File: src/rtl/shift_unit_pipe.sv
// Pipelined barrel shifter/rotator: one registered stage per shift-amount bit,
// valid/ready on both sides, with zero, carry-out and illegal-op flags.
module shift_unit_pipe #(
  parameter  int unsigned WIDTH = 16,
  localparam int unsigned SHW   = $clog2(WIDTH)
) (
  input  logic             clk,
  input  logic             rst_n,
  input  logic             in_valid,
  output logic             in_ready,
  input  logic [WIDTH-1:0] in_data,
  input  logic [SHW-1:0]   in_shamt,
  input  logic [2:0]       in_op,
  output logic             out_valid,
  input  logic             out_ready,
  output logic [WIDTH-1:0] out_data,
  output logic             out_carry,
  output logic             out_zero,
  output logic             out_err
);

  localparam logic [2:0] OP_SLL = 3'b000;
  localparam logic [2:0] OP_SRL = 3'b001;
  localparam logic [2:0] OP_SRA = 3'b010;
  localparam logic [2:0] OP_ROL = 3'b011;
  localparam logic [2:0] OP_ROR = 3'b100;

  // Stage k holds the operand after applying shamt bits 0..k.
  logic [SHW-1:0]   st_valid;
  logic [WIDTH-1:0] st_data [SHW];
  logic [SHW-1:0]   st_carry;
  logic [SHW-1:0]   st_err;
  logic [2:0]       st_op  [SHW-1];
  logic [SHW-1:0]   st_rem [SHW-1];

  logic             stall;
  logic             entry_carry;
  logic [SHW-1:0]   idx_l;
  logic [SHW-1:0]   idx_r;
  logic [WIDTH-1:0] last_data_nxt;

  function automatic logic [WIDTH-1:0] stage_shift(
    input logic [WIDTH-1:0] d,
    input logic [2:0]       op,
    input logic             en,
    input int unsigned      amt
  );
    logic [WIDTH-1:0] r;
    r = d;
    if (en) begin
      case (op)
        OP_SLL:  r = d << amt;
        OP_SRL:  r = d >> amt;
        OP_SRA:  r = WIDTH'($signed(d) >>> amt);
        OP_ROL:  r = (d << amt) | (d >> (WIDTH - amt));
        OP_ROR:  r = (d >> amt) | (d << (WIDTH - amt));
        default: r = d;
      endcase
    end
    return r;
  endfunction

  assign stall     = out_valid && !out_ready;
  assign in_ready  = !stall;
  assign out_valid = st_valid[SHW-1];
  assign out_data  = st_data[SHW-1];
  assign out_carry = st_carry[SHW-1];
  assign out_err   = st_err[SHW-1];

  // Carry is taken from the original operand: A[WIDTH-n] leftward, A[n-1] rightward.
  always_comb begin
    idx_l       = SHW'(0) - in_shamt;
    idx_r       = in_shamt - SHW'(1);
    entry_carry = 1'b0;
    if (in_shamt != '0) begin
      case (in_op)
        OP_SLL, OP_ROL:         entry_carry = in_data[idx_l];
        OP_SRL, OP_SRA, OP_ROR: entry_carry = in_data[idx_r];
        default:                entry_carry = 1'b0;
      endcase
    end
    last_data_nxt = stage_shift(st_data[SHW-2], st_op[SHW-2], st_rem[SHW-2][0],
                                32'(1) << (SHW - 1));
  end

  // Whole pipeline advances in lockstep unless the output is stalled.
  always_ff @(posedge clk) begin
    if (!rst_n) begin
      st_valid <= '0;
      st_carry <= '0;
      st_err   <= '0;
      out_zero <= 1'b0;
      for (int k = 0; k < SHW; k++) st_data[k] <= '0;
      for (int k = 0; k < SHW - 1; k++) begin
        st_op[k]  <= '0;
        st_rem[k] <= '0;
      end
    end else if (!stall) begin
      st_valid[0] <= in_valid;
      if (in_valid) begin
        st_data[0]  <= stage_shift(in_data, in_op, in_shamt[0], 32'd1);
        st_carry[0] <= entry_carry;
        st_err[0]   <= (in_op > OP_ROR);
        st_op[0]    <= in_op;
        st_rem[0]   <= in_shamt >> 1;
      end
      for (int k = 1; k < SHW; k++) begin
        st_valid[k] <= st_valid[k-1];
        if (st_valid[k-1]) begin
          st_data[k]  <= stage_shift(st_data[k-1], st_op[k-1], st_rem[k-1][0],
                                     32'(1) << k);
          st_carry[k] <= st_carry[k-1];
          st_err[k]   <= st_err[k-1];
        end
      end
      for (int k = 1; k < SHW - 1; k++) begin
        if (st_valid[k-1]) begin
          st_op[k]  <= st_op[k-1];
          st_rem[k] <= st_rem[k-1] >> 1;
        end
      end
      if (st_valid[SHW-2]) out_zero <= (last_data_nxt == '0);
    end
  end

endmodule

File: config.mk
export PLATFORM = sky130hd
export DESIGN_NAME = shift_unit_pipe
export DESIGN_NICKNAME = d
export VERILOG_FILES = /design/src/rtl/shift_unit_pipe.sv
export SDC_FILE = /design/constraint.sdc
export NUM_CORES = 1
export LEC_CHECK = 0
export ABC_AREA = 1
export BUFFER_PORTS_ARGS = -buffer_cell sky130_fd_sc_hd__buf_2
export CORE_MARGIN = 5
export CORE_UTILIZATION = 55
export DETAILED_ROUTE_END_ITERATION = 8
export GPL_ROUTABILITY_DRIVEN = 0
export GPL_TIMING_DRIVEN = 1
export HOLD_SLACK_MARGIN = 0.02
export PLACE_DENSITY = 0.84
export SLEW_MARGIN = 25
export SYNTH_ARGS = -nofsm -noshare
export SYNTH_HDL_FRONTEND = slang
export SYNTH_SLANG_ARGS = --single-unit
File: constraint.sdc
create_clock -name clk -period 2.71 [get_ports clk]
set_input_delay 0 -clock clk [delete_from_list [all_inputs] [get_ports clk]]
set_output_delay 0 -clock clk [all_outputs]
set_load 0.02 [all_outputs]
==> results.json, run 1 <==
{
  "tns_ps": 0,
  "dieWidth_um": 108,
  "rsz0062_at_grt": "no",
  "worstPathMaxFanout": 19,
  "grt_start_max_net_pins": 24,
  "multi_input_area_mm2": 0.00205,
  "worst_pin_slew_ps": 851,
  "die_height_um": 108,
  "dieArea_mm2": 0.0116,
  "dr_total_vias": 4313,
  "cts_max_level": 3,
  "nFillCells": 751,
  "maxCapViolCount": 0,
  "crit_required_ps": 2690,
  "postLayoutCellArea_mm2": 0.00567,
  "finalSetupViolCount": 0,
  "grt_pass1_vias": 4053,
  "min_path_cells": 3,
  "status": "complete, no violations",
  "synth_edf_count": 79,
  "worstRegToRegCells": 6,
  "cts-root-buf": "clkbuf_8",
  "final_cell_mix": "nand2_1 (132), edfxtp_1 (79), nor2_1 (70), inv_1 (67), o21ai_0 (52)",
  "worstSetupPathType": "reg2reg",
  "yosys.area.top_type": "edfxtp_1",
  "drive_gt1_share_pct": 14.2,
  "cts.clk_slew.worst_paths_ps": 90,
  "avgViaCountPerCell": 5.63,
  "drt-initial-drc-count": 320,
  "skew_ps": 13.5,
  "ir_drop_v": 0.000261,
  "initial_core_util_pct": 56.6,
  "hold_viol_final": 0,
  "dp.cells": 742,
  "netlist_area_mm2": 0.00523,
  "cts_resized": 0,
  "fin_crit_sh_pct": 84.7,
  "hold_class": "in2reg",
  "drc": 0,
  "ios": 48,
  "ctsLongestPathBuffers": 2,
  "synth_cell_types": 35,
  "seq_area_mm2": 0.00263,
  "rows": 35,
  "io_buffers": 47,
  "ys_ff_latch": 92,
  "overflow": 0,
  "async_flop_share_pct": 0,
  "firstDrtPassIters": 5,
  "synthCells": 605,
  "nNetsFinal": 660,
  "wl_um": 10700,
  "powerDensity_mw_per_mm2": 563,
  "insertion_delay_ps": 350,
  "ys_seq_area_share_pct": 50.3,
  "fmax_mhz": 436,
  "placed_area_mm2": 0.00537,
  "start_kind": "flop",
  "avgSynthCellArea_um2": 8.65,
  "grt.total_usage_pct": 19.4,
  "post-route-min-period_ps": 2290,
  "cts_tree": "built",
  "final_common_cell": "nand2_1",
  "arrival_ps": 2280,
  "cts_setup_buffers": 0,
  "relSlewSlack_pct": 43.1,
  "areaGrowthSynthToFinish_pct": 8.30,
  "antenna_left": 0,
  "p_leak_nw": 2.37,
  "place_hpwl_um": 7770,
  "routedWlPerCell_um": 13.9,
  "synth_top_cells_by_area": "edfxtp_1 (45%), nand2_1 (9.5%), a221oi_1 (5.2%)",
  "synthFlopType": "edfxtp_1",
  "synth_top_area_share_pct": 45.3,
  "core_area_mm2": 0.00924,
  "antenna_found_initial": 1,
  "ys_warn_count": 0,
  "numCtsBuffers": 9,
  "slew_viol_final": 0,
  "synth_nets": 634,
  "final_cells": 766,
  "grt_first_pass_wirelength_um": 18100,
  "end_kind": "flop",
  "clock-sinks": 92
}
-- area by class of cell --
cell class / count / area share [%]
multi-input cells: 400 / 36.2
clock inverters: 3 / 0.751
inverters: 71 / 4.75
diodes: 1 / 0.0442
flip-flops and latches: 92 / 46.5
repair buffers: 57 / 5.78
well taps: 129 / 2.85
clock buffers: 13 / 3.18
-- critical path, cell delays in order, from the launching register on --
cell and delay [ps]:
dfxtp_1 320, inv_1 40, or2_1 280, inv_4 90, nor3_4 520, inv_1 190
nand2_1 490
-- power breakdown --
| group | leakage, nW | internal [mW] | switching [mW] | total [mW] |
|---|---|---|---|---|
| Combinational | 1.32 | 0.160 | 0.360 | 0.520 |
| Sequential | 0.941 | 1.63 | 0.0542 | 1.69 |
| Clock | 0.111 | 0.532 | 0.450 | 0.982 |
-- metrics by stage --
stage	total power, mW	hold WS (ps)	utilization, %	setup WS [ps]
after floorplan	2.11	185	-	822
after global placement	2.19	334	58.1	584
after detailed placement	2.22	328	58.1	466
after CTS	3.19	21.3	61.3	422
after global routing	3.35	71.8	61.3	174
final	3.19	49.0	61.3	416
-- per-layer routing --
layer / wire [um] / vias to the layer above / GRT usage (%) / share of wire (%)
met5: 0 / - / 0 / 0
met4: 399 / 0 / 10.5 / 3.7
met3: 593 / 36 / 3.18 / 5.6
met2: 5580 / 197 / 35.0 / 52
met1: 4090 / 1960 / 21.6 / 38
li1: - / 2120 / - / -
-- worst paths after layout --
check / from / slack [ps] / to
worst max-delay path: st_valid[3] / 420 / st_data[0][18]
worst min-delay path: in_op[2] / 50 / st_op[0][2]
worst max register to register: st_valid[3] / 420 / st_data[0][18]
worst min register to register: out_zero / 470 / out_zero
-- state kept, by name, summed over array words and instances (netlist names) --
signal / cells
out_zero: 1
st_data: 64
st_op: 9
st_carry: 4
st_rem: 6
st_err: 4
st_valid: 4
-- cell families after synthesis --
group / Yosys count / synth area share [%]
fa+ha+maj: 2 / 0.478
flops: 92 / 50.3
xor+xnor: 4 / 0.670
compound gates: 133 / 16.2
buf+inv: 113 / 10.5
simple gates: 261 / 21.8
-- cell usage after synthesis (2+ instances only) --
master      n
a21oi_1    27
buf_4      18
inv_2       3
inv_1      67
nand3_1    31
edfxtp_1   79
nand2_4     2
ha_1        2
nor3_1      2
a221oi_1   31
nand4_1     7
nand2_2     3
nor2_2      7
buf_2      12
a221oi_2    2
a41oi_1     2
nor2_1     70
nand2_1   132
clkbuf_2    2
o21ai_0    52
clkbuf_1    5
dfxtp_1    13
xnor2_1     2
a31oi_1     2
o211ai_1   11
buf_6       5
nor2_4      3
xor2_1      2
nor3_4      3
o22ai_1     3
-- repair_timing --
| item | CTS | global route |
|---|---|---|
| endpoints found under the hold margin | 6 | 0 |
| setup endpoints to repair | 0 | 0 |
| hold buffers | 7 | 0 |
Power figures use the tool's default switching activity.
==> run 2, diff against run 1 <==
CORE_UTILIZATION = 54   (was 55)
PLACE_DENSITY = 0.85   (was 0.84)
clock period = 1.95 ns   (was 2.71 ns; I/O delays follow)
==> results.json, run 2 (synthesis results as in run 1) <==
{
  "final_cells": 781,
  "rsz0062_at_grt": "no",
  "hold_class": "in2reg",
  "dr_total_vias": 4447,
  "place_hpwl_um": 8340,
  "grt_start_max_net_pins": 24,
  "cts_setup_buffers": 0,
  "dp.cells": 759,
  "dieWidth_um": 108,
  "place_ws_ps": 84.5,
  "post-route-min-period_ps": 1790,
  "slew_viol_final": 0,
  "p_sw_mw": 1.32,
  "worstSetupPathType": "in2reg",
  "postLayoutCellArea_mm2": 0.00576,
  "p_seq_share_pct": 52.5,
  "worst_pin_slew_ps": 635,
  "rows": 36,
  "drt-initial-drc-count": 250,
  "drc": 0,
  "initial_core_util_pct": 54.5,
  "power.total_mw": 4.47,
  "insertion_delay_ps": 360,
  "placed_area_mm2": 0.00547,
  "finalSetupViolCount": 0,
  "end_kind": "flop",
  "cts_tree": "built",
  "ios": 48,
  "grt_first_pass_wirelength_um": 18600,
  "final_common_cell": "nand2_1",
  "post-route-util_pct": 60.0,
  "grt.total_usage_pct": 19.7,
  "tns_ps": 0,
  "areaGrowthSynthToFinish_pct": 10.0,
  "finalWorstSetupSlack_ps": 162,
  "hold_viol_final": 0,
  "ctsLongestPathBuffers": 2,
  "firstDrtPassIters": 6,
  "p_leak_nw": 2.43,
  "routedWlPerCell_um": 14.3,
  "die_height_um": 108,
  "worstPathMaxFanout": 11,
  "worst_hold_slack_ps": 35.1,
  "start_kind": "input port",
  "final_cell_mix": "nand2_1 (132), edfxtp_1 (79), nor2_1 (70), inv_1 (66), o21ai_0 (52)",
  "relSlewSlack_pct": 57.6,
  "core_area_mm2": 0.00959,
  "skew_ps": 10.7,
  "swShare_pct": 29.6,
  "largestRegisters": "st_data x64, st_op x9, st_rem x6",
  "avgViaCountPerCell": 5.69,
  "cts_max_level": 3,
  "pwr-share-clk_pct": 30.4,
  "antenna_found_initial": 0,
  "antenna_left": 0,
  "overflow": 0,
  "numCtsBuffers": 9,
  "top_register": "st_data",
  "status": "complete, no violations",
  "largest_reg_flops": 64,
  "cts-root-buf": "clkbuf_8",
  "crit_required_ps": 2210,
  "nNetsFinal": 672,
  "wl_um": 11100,
  "dieArea_mm2": 0.0118,
  "maxCapViolCount": 0,
  "io_buffers": 47,
  "grt_pass1_vias": 4164,
  "power.internal_mw": 3.15,
  "fin_crit_sh_pct": 91.7,
  "antenna_cells": 0,
  "cts.clk_slew.worst_paths_ps": 100,
  "powerDensity_mw_per_mm2": 776,
  "clock-sinks": 92,
  "fmax_mhz": 559,
  "arrival_ps": 2050,
  "p_comb_share_pct": 17.1,
  "drive_gt1_share_pct": 16.2,
  "ir_drop_v": 0.000360
}
## run 2: worst max-delay path, cell delays in order
cell	delay [ps]
dlygate4sd3_1	520
buf_2	90
inv_1	70
ha_1	500
inv_1	200
o211ai_1	140
nand3_1	90
nand3_1	100
nand2_1	50
nand2_1	50
nand2_1	60
nand2_1	110
nand2_1	60
## run 2: path summary, 6_finish.rpt
check	startpoint	end	slack, ps	depth (start not counted)
setup / recovery	in_shamt[1]	st_carry[0]	160	13
hold / removal	in_data[9]	st_data[0][8]	40	3
setup reg to reg	st_op[0][1]	st_data[0][20]	210	5
hold reg to reg	st_err[2]	st_err[2]	480	2
## run 2: power by group through the flow
stage | Combinational [mW] | Sequential, mW | Clock [mW]
floorplan | 0.571 | 2.37 | 0
global placement | 0.705 | 2.38 | 0
detailed placement | 0.738 | 2.39 | 0
CTS | 0.752 | 2.34 | 1.38
global route | 0.850 | 2.36 | 1.46
finish | 0.764 | 2.35 | 1.36
## run 2: per-layer routing
layer / routed length, um / vias to the layer above / track usage [%]
met5: 0 / - / 0
met1: 4150 / 2038 / 22.1
met3: 699 / 44 / 3.16
met4: 449 / 0 / 10.6
met2: 5850 / 222 / 35.7
li1: - / 2143 / -
## run 2: cell type report
type / count / area (um2)
clock buffers: 9 / 124
flip-flops and latches: 92 / 2630
inverters: 71 / 269
fillers: 796 / 3840
well taps: 133 / 166
clock inverters: 7 / 92.6
multi-input cells: 400 / 2060
repair buffers: 69 / 415
## run 2: timing repair
item / CTS / global route
setup endpoints to repair: 0 / 7
resized for setup: 0 / 2
endpoints found under the hold margin: 7 / 0
hold buffers: 6 / 0
==> run 3, diff against run 2 <==
ABC_AREA = default   (was 1)
CORE_UTILIZATION = 55   (was 54)
PLACE_DENSITY = 0.77   (was 0.85)
clock period = 1.87 ns   (was 1.95 ns; I/O delays follow)
==> results.json, run 3 <==
{
  "status": "complete, but fails checks",
  "violations": "negative setup slack",
  "drive_gt1_share_pct": 27.1,
  "synth_top_cells_by_area": "edfxtp_1 (43%), mux2_2 (4.9%), dfxtp_1 (4.7%)",
  "synth_top_area_share_pct": 43.1,
  "synth_nets": 560,
  "grt.total_usage_pct": 20.2,
  "powerDensity_mw_per_mm2": 774,
  "ys_seq_area_share_pct": 47.9,
  "cts_tree": "built",
  "die_height_um": 110,
  "synthFlopType": "edfxtp_1",
  "p_leak_nw": 2.35,
  "clock-sinks": 92,
  "cts.clk_slew.worst_paths_ps": 90,
  "final_cell_mix": "edfxtp_1 (79), o21ai_0 (51), buf_2 (47), a21oi_1 (46), buf_4 (45)",
  "fin_crit_sh_pct": 113,
  "slew_viol_final": 0,
  "placed_area_mm2": 0.00602,
  "async_flop_share_pct": 0,
  "firstDrtPassIters": 4,
  "antenna_found_initial": 0,
  "dieArea_mm2": 0.0121,
  "wl_um": 11700,
  "slowest_delay_ps": 570,
  "seq_area_mm2": 0.00263,
  "dieWidth_um": 110,
  "end_kind": "flop",
  "skew_ps": 11.0,
  "hold_viol_final": 0,
  "largest_reg_flops": 64,
  "final_common_cell": "edfxtp_1",
  "antenna_left": 0,
  "worstPathMaxFanout": 2,
  "place_ws_ps": -216,
  "yosys.area.top_type": "edfxtp_1",
  "cts_max_level": 3,
  "nNetsFinal": 611,
  "initial_core_util_pct": 56.3,
  "cpMaxStageDelayCell": "or4_4",
  "io_buffers": 47,
  "antenna_cells": 0,
  "overflow": 0,
  "routedWlPerCell_um": 16.3,
  "largestRegisters": "st_data x64, st_op x9, st_rem x6",
  "worst_pin_slew_ps": 695,
  "netlist_area_mm2": 0.00550,
  "top_register": "st_data",
  "ir_drop_v": 0.000379,
  "dr_total_vias": 4386,
  "grt_first_pass_wirelength_um": 19500,
  "ys_warn_count": 0,
  "maxCapViolCount": 0,
  "numCtsBuffers": 9,
  "drc": 0,
  "relSlewSlack_pct": 53.6,
  "fmax_mhz": 475,
  "grt_pass1_vias": 4267,
  "ios": 48,
  "synth_commonest_cells": "edfxtp_1 (79), o21ai_0 (51), a21oi_1 (47)",
  "post-route-min-period_ps": 2110,
  "synthCells": 531,
  "avgViaCountPerCell": 6.09,
  "cts-root-buf": "clkbuf_8",
  "ctsLongestPathBuffers": 2,
  "avgSynthCellArea_um2": 10.4,
  "areaGrowthSynthToFinish_pct": 14.1,
  "nFillCells": 741,
  "rsz0062_at_grt": "yes",
  "multi_input_area_mm2": 0.00259,
  "grt_start_max_net_pins": 30,
  "worstSetupPathType": "reg2reg",
  "ys_ff_latch": 92,
  "finalWorstSetupSlack_ps": -237,
  "yosysMostFrequentCell": "edfxtp_1",
  "arrival_ps": 2380,
  "min_path_cells": 3,
  "postLayoutCellArea_mm2": 0.00628,
  "synth_edf_count": 79,
  "drt-initial-drc-count": 212,
  "place_hpwl_um": 8760,
  "core_area_mm2": 0.00977,
  "finalSetupViolCount": 1,
  "start_kind": "flop",
  "insertion_delay_ps": 350,
  "synth_cell_types": 59,
  "worstPathCellList": "or4_4 -> a2111oi_4 -> a21oi_1 -> or4_1 -> o31ai_2",
  "crit_required_ps": 2140,
  "hold_class": "in2reg",
  "rows": 36,
  "worstRegToRegCells": 5
}
run 3: cell count changes after synthesis, sizes merged, moves of 17 or more:
cell	delta
nand3	-20
a221oi	-29
a21oi	+21
inv	-58
clkbuf	+28
o22ai	+27
mux2	+24
nor2	-46
a211oi	+17
nand2	-100
run 3: cell families after synthesis:
group / after synthesis / share of synthesized area (%)
xor+xnor: 5 / 0.796
buf+inv: 69 / 5.87
fa+ha+maj: 8 / 1.55
mux: 50 / 11.9
flops: 92 / 47.9
compound gates: 190 / 22.1
simple gates: 117 / 9.94
run 3: through the flow:
stage	cells	hold WS (ps)	setup TNS, ps	total power, mW	utilization, %
after floorplan	531	182	-261	3.14	-
after global placement	701	349	-140	3.38	61.5
after detailed placement	701	375	-219	3.42	61.5
after CTS	720	24.4	-201	4.85	64.1
after global routing	720	48.2	-259	5.03	64.2
final	720	43.4	-237	4.86	64.2
run 3: what timing repair did:
action                                 CTS  global route
gates cloned                             0             0
hold buffers                             3             0
pin swaps                                1             0
buffers inserted                         0             0
endpoints found under the hold margin    3             0
gates resized for setup                  0             1
setup endpoints to repair                1             3
run 3: path summary, 6_finish.rpt:
kind / startpoint / end / slack [ps]
worst max register to register: st_data[0][42] / out_zero / -240
worst max-delay path: st_data[0][42] / out_zero / -240
worst min-delay path: in_op[2] / st_err[0] / 40
worst min register to register: st_err[0] / st_err[1] / 470
run 3: critical path: cells and delay by family, from the launching register on:
| family | cells | cell delay (ps) |
|---|---|---|
| compound gates | 3 | 610 |
| flops | 1 | 390 |
| simple gates | 2 | 1010 |
run 3: routing by layer:
metal	GRT usage (%)	part of all wire [%]	vias up	wire (um)
met5	0	0	-	0
met4	9.88	3.1	0	369
met3	3.09	4.7	38	552
met2	38.1	53	180	6230
met1	21.9	39	2060	4580
li1	-	-	2108	-
run 3: cell type report:
class / count / area share, %
sequential: 92 / 41.9
multi-input combinational: 370 / 41.2
timing repair buffer: 96 / 9.93
tap: 133 / 2.65
clock buffer: 12 / 2.31
clock inverter: 4 / 1.16
inverter: 13 / 0.778
run 3: power by group:
part | switching (mW) | total [mW] | internal, mW
sequential | 0.118 | 2.48 | 2.36
clock | 0.670 | 1.46 | 0.789
combinational | 0.493 | 0.921 | 0.428
